<file path="src/rtl/vdp_pixel_mux.sv">
// vdp_pixel_mux: two-stage background/sprite/backdrop priority mux with CPU-written 32x12 colour RAM.
module vdp_pixel_mux (
  input  logic       clk,
  input  logic       rst,
  input  logic [5:0] bg_color,
  input  logic       bg_priority,
  input  logic [3:0] spr_color,
  input  logic       active,
  input  logic [3:0] backdrop,
  input  logic       cram_we,
  input  logic [5:0] cram_a,
  input  logic [7:0] cram_d,
  output logic [3:0] red,
  output logic [3:0] green,
  output logic [3:0] blue,
  output logic       pixel_valid
);
  logic [11:0] cram [32];
  logic [7:0] latch;
  logic [4:0] idx, idx_d;
  logic act, live, spr_wins, unused;
  assign unused = bg_color[0];
  always_comb begin
    spr_wins = spr_color != 4'd0 && !(bg_priority && bg_color[4:1] != 4'd0);
    idx_d = !active ? {1'b1, backdrop} : spr_wins ? {1'b1, spr_color} : bg_color[5:1];
  end
  // CRAM is never cleared; writes coinciding with reset are dropped
  always_ff @(posedge clk)
    if (!rst && cram_we && cram_a[0])
      cram[cram_a[5:1]] <= {latch[3:0], latch[7:4], cram_d[3:0]};
  // live masks the first post-reset cycle, whose stage-1 index is still the reset value
  always_ff @(posedge clk)
    if (rst) begin
      latch <= '0;
      idx <= '0;
      act <= 1'b0;
      live <= 1'b0;
      {red, green, blue} <= '0;
      pixel_valid <= 1'b0;
    end else begin
      if (cram_we && !cram_a[0]) latch <= cram_d;
      idx <= idx_d;
      act <= active;
      live <= 1'b1;
      {red, green, blue} <= live ? cram[idx] : 12'h000;
      pixel_valid <= act;
    end
endmodule

</file>
<file path="config.mk">
export PLATFORM = sky130hd
export DESIGN_NAME = vdp_pixel_mux
export DESIGN_NICKNAME = d
export VERILOG_FILES = /design/src/rtl/vdp_pixel_mux.sv
export SDC_FILE = /design/constraint.sdc
export NUM_CORES = 1
export LEC_CHECK = 0
export ABC_AREA = 1
export BUFFER_PORTS_ARGS = -buffer_cell sky130_fd_sc_hd__buf_4
export CORE_MARGIN = 2
export CORE_UTILIZATION = 25
export DETAILED_ROUTE_END_ITERATION = 8
export PLACE_DENSITY = 0.41
export SYNTH_ARGS = -nofsm -noshare
export SYNTH_HDL_FRONTEND = slang
export SYNTH_SLANG_ARGS = --single-unit
</file>
<file path="constraint.sdc">
create_clock -name clk -period 2.4 [get_ports clk]
set_input_delay 0.48 -clock clk [delete_from_list [all_inputs] [get_ports clk]]
set_output_delay 0.48 -clock clk [all_outputs]
set_load 0.005 [all_outputs]
</file>
==> results.md <==
- Run status: complete, no violations
- Root buffer cell: clkbuf_16
- Routed vias: 10600
- Post-synth cell types: 18
- Worst skew pair latency: 0.58 ns
- Routed len/inst: 18.8 um
- Initial antenna violation count: 0
- Core region area: 65600 um2
- IO Port Bufs: 44
- Fin Clk Skew: 0.0185 ns
- Final Hold Viols: 0
- PwrDens: 812 nW/um2
- Worst setup EP type: register
- Syn_area_per_cell: 11.4 um2
- Die Wd: 261 um
- Drt pass-1 iters: 5
- DR DRC count: 0
- Hpwl dp: 27.4 mm
- Worst rel slew slack: 57.6%
- Final worst slack: 0.256 ns
- Data required time of the worst path: 2.84 ns
- Synth Area in Adders: 0%
- Largest net degree at the start of global routing: 81
- Max Cap Violations: 0
- Main combinational cell family by area after synthesis: simple AND/OR/NAND/NOR gates
- Num rows: 94
- Fin crit share: 89.3%
- Measured slew at the worst slew-check pin: 0.635 ns
- CP max stage delay: 0.44 ns
- RSZ-0062 raised after global routing: no
- Post-layout min period: 2.14 ns
- Post-Syn Nets: 1482
- Total grt overflow: 0
- Layout cells sized above 1: 12.2%
- Clock-pin slew on the worst setup and hold paths: 0.06 ns
- Util after Layout: 30.1%
- Placement Cell Area: 18300 um2
- Max Slew Vio Count: 0
- Simple logic cell fraction of the synthesized area: 22.1%
- Vias per cell: 4.34
- First-pass GRT wire length: 68.4 mm
- Area Growth Syn to Fin: 19.4%
- Total negative slack: 0 ns
- Met3 WL: 1.71 mm
- Post-CTS Resized: 0
- Fmax: 466 MHz
- Crit-path leading delay family: simple AND/OR/NAND/NOR gates
- Worst Path Max Fanout: 26
- Synthesis-stage register bit count: 412
- Count of warnings emitted by yosys: 0
- Arr. time, crit path: 2.59 ns
- Clock tree buffer depth: 3
- TritonCTS Buffers: 49
- Most common cell after layout, fill and taps aside: nand2_1
- Ant diodes: 0
- Buf/Inv on CP: 2
- Place WS: 0.252 ns
- Gr usage total: 13.7%
- Syn Inst Count: 1449
- CTS tree: built
- Sink Count: 412
- Final GP Congestion: 0.779
- Hold Buf Count CTS: 0
- Leak Pwr: 7.26 nW
- Worst setup SP type: register
- Total Routed Length: 45.8 mm
- Crit-path cells: inv_6 > buf_4 > nand2_1 > nand3_1 > nand3_1 > nand2_1 > nand2_1 > nand2_1 > nor2_1 > nor2_1
- Compound-cell area share of the yosys netlist: 1.62%
- Post-synthesis mux area share: 0%
- Met2 wire length: 21.3 mm
- Sequential-to-total area share from yosys stat: 73.2%
- Commonest cells after routing, fill and taps aside: nand2_1, edfxtp_1, nand3_1
- # H-tree levels: 2
- Final instance area: 19700 um2
- Initial drt markers: 764
- Vias in the first global route: 10500
- Critical path class: register to register
- Chip height: 261 um
- CP max stage cell: dfxtp_4
- Number of nets in the layout: 1572
- Post-CTS setup buffers: 0
- Highest Signal Layer: met4
- Setup Viol. Count Final: 0
- Area share of xor/xnor cells in the synthesized design: 0%
- Most frequent CP cell: nand2_1
- Ports: 46
- Met1 WL: 21.8 mm
- Hold WC Path Type: input port to register
- Die area: 68200 um2
- Routed Antenna Nets: 0
- Initial core utilization: 25.2%
- Peak supply drop: 0.000472 V
- Post-Syn Area: 16500 um2
where the power goes:
part	internal (mW)	total (mW)	switching, mW
combinational	0.379	1.27	0.888
clock	3.93	6.79	2.86
sequential	7.91	7.96	0.0502
metal layers:
metal / track usage (%) / vias up
met1: 19.0 / 5158
met2: 22.1 / 180
met3: 2.11 / 59
met4: 4.04 / 0
li1: - / 5204
met5: 0 / -
sequential cells by signal (all words and copies together) (netlist names), 4 cells and up:
| signal | flops |
|---|---|
| green | 4 |
| cram | 384 |
| blue | 4 |
| idx | 5 |
| latch | 8 |
| red | 4 |
final cells by class:
class | instances | area (um2)
clock inverters | 28 | 159
fillers | 6732 | 45900
repair buffers | 120 | 1090
well taps | 864 | 1080
inverters | 17 | 71.3
multi-input cells | 939 | 3930
clock buffers | 61 | 1300
flip-flops and latches | 412 | 12100
stage by stage:
stage	total power, mW	hold slack [ns]	instances
after floorplan	8.81	0.388	1449
after global placement	9.41	0.397	2352
after detailed placement	9.41	0.407	2352
after CTS	16.3	0.0750	2441
after global routing	16.7	0.0960	2441
final	16.0	0.112	2441
cell usage after synthesis, drive strengths merged:
library cell | count | area share [%]
clkinv | 1 | 0.023
nor2 | 138 | 3.1
nand2 | 482 | 11
dfxtp | 28 | 3.4
inv | 16 | 0.38
a31oi | 2 | 0.076
edfxtp | 384 | 70
clkbuf | 16 | 0.36
o21ai | 45 | 1.4
nand3 | 266 | 8.1
a21oi | 6 | 0.18
buf | 65 | 2.3
cells by family after synthesis:
logic type             count (synthesis)
AOI/OAI and AO/OA                     53
and+or+nand+nor                      886
DFF                                  412
buffers and inverters                 98
final timing paths:
check | from | endpoint | slack [ns] | depth (start not counted)
hold reg to reg | act$_SDFF_PP0_ | pixel_valid$_SDFF_PP0_ | 0.41 | 2
setup reg to reg | idx[0]$_SDFF_PP0_ | red[2]$_SDFF_PP0_ | 0.26 | 10
setup / recovery | idx[0]$_SDFF_PP0_ | red[2]$_SDFF_PP0_ | 0.26 | 10
hold / removal | rst | pixel_valid$_SDFF_PP0_ | 0.11 | 2
(Power assumes the default switching activity.)
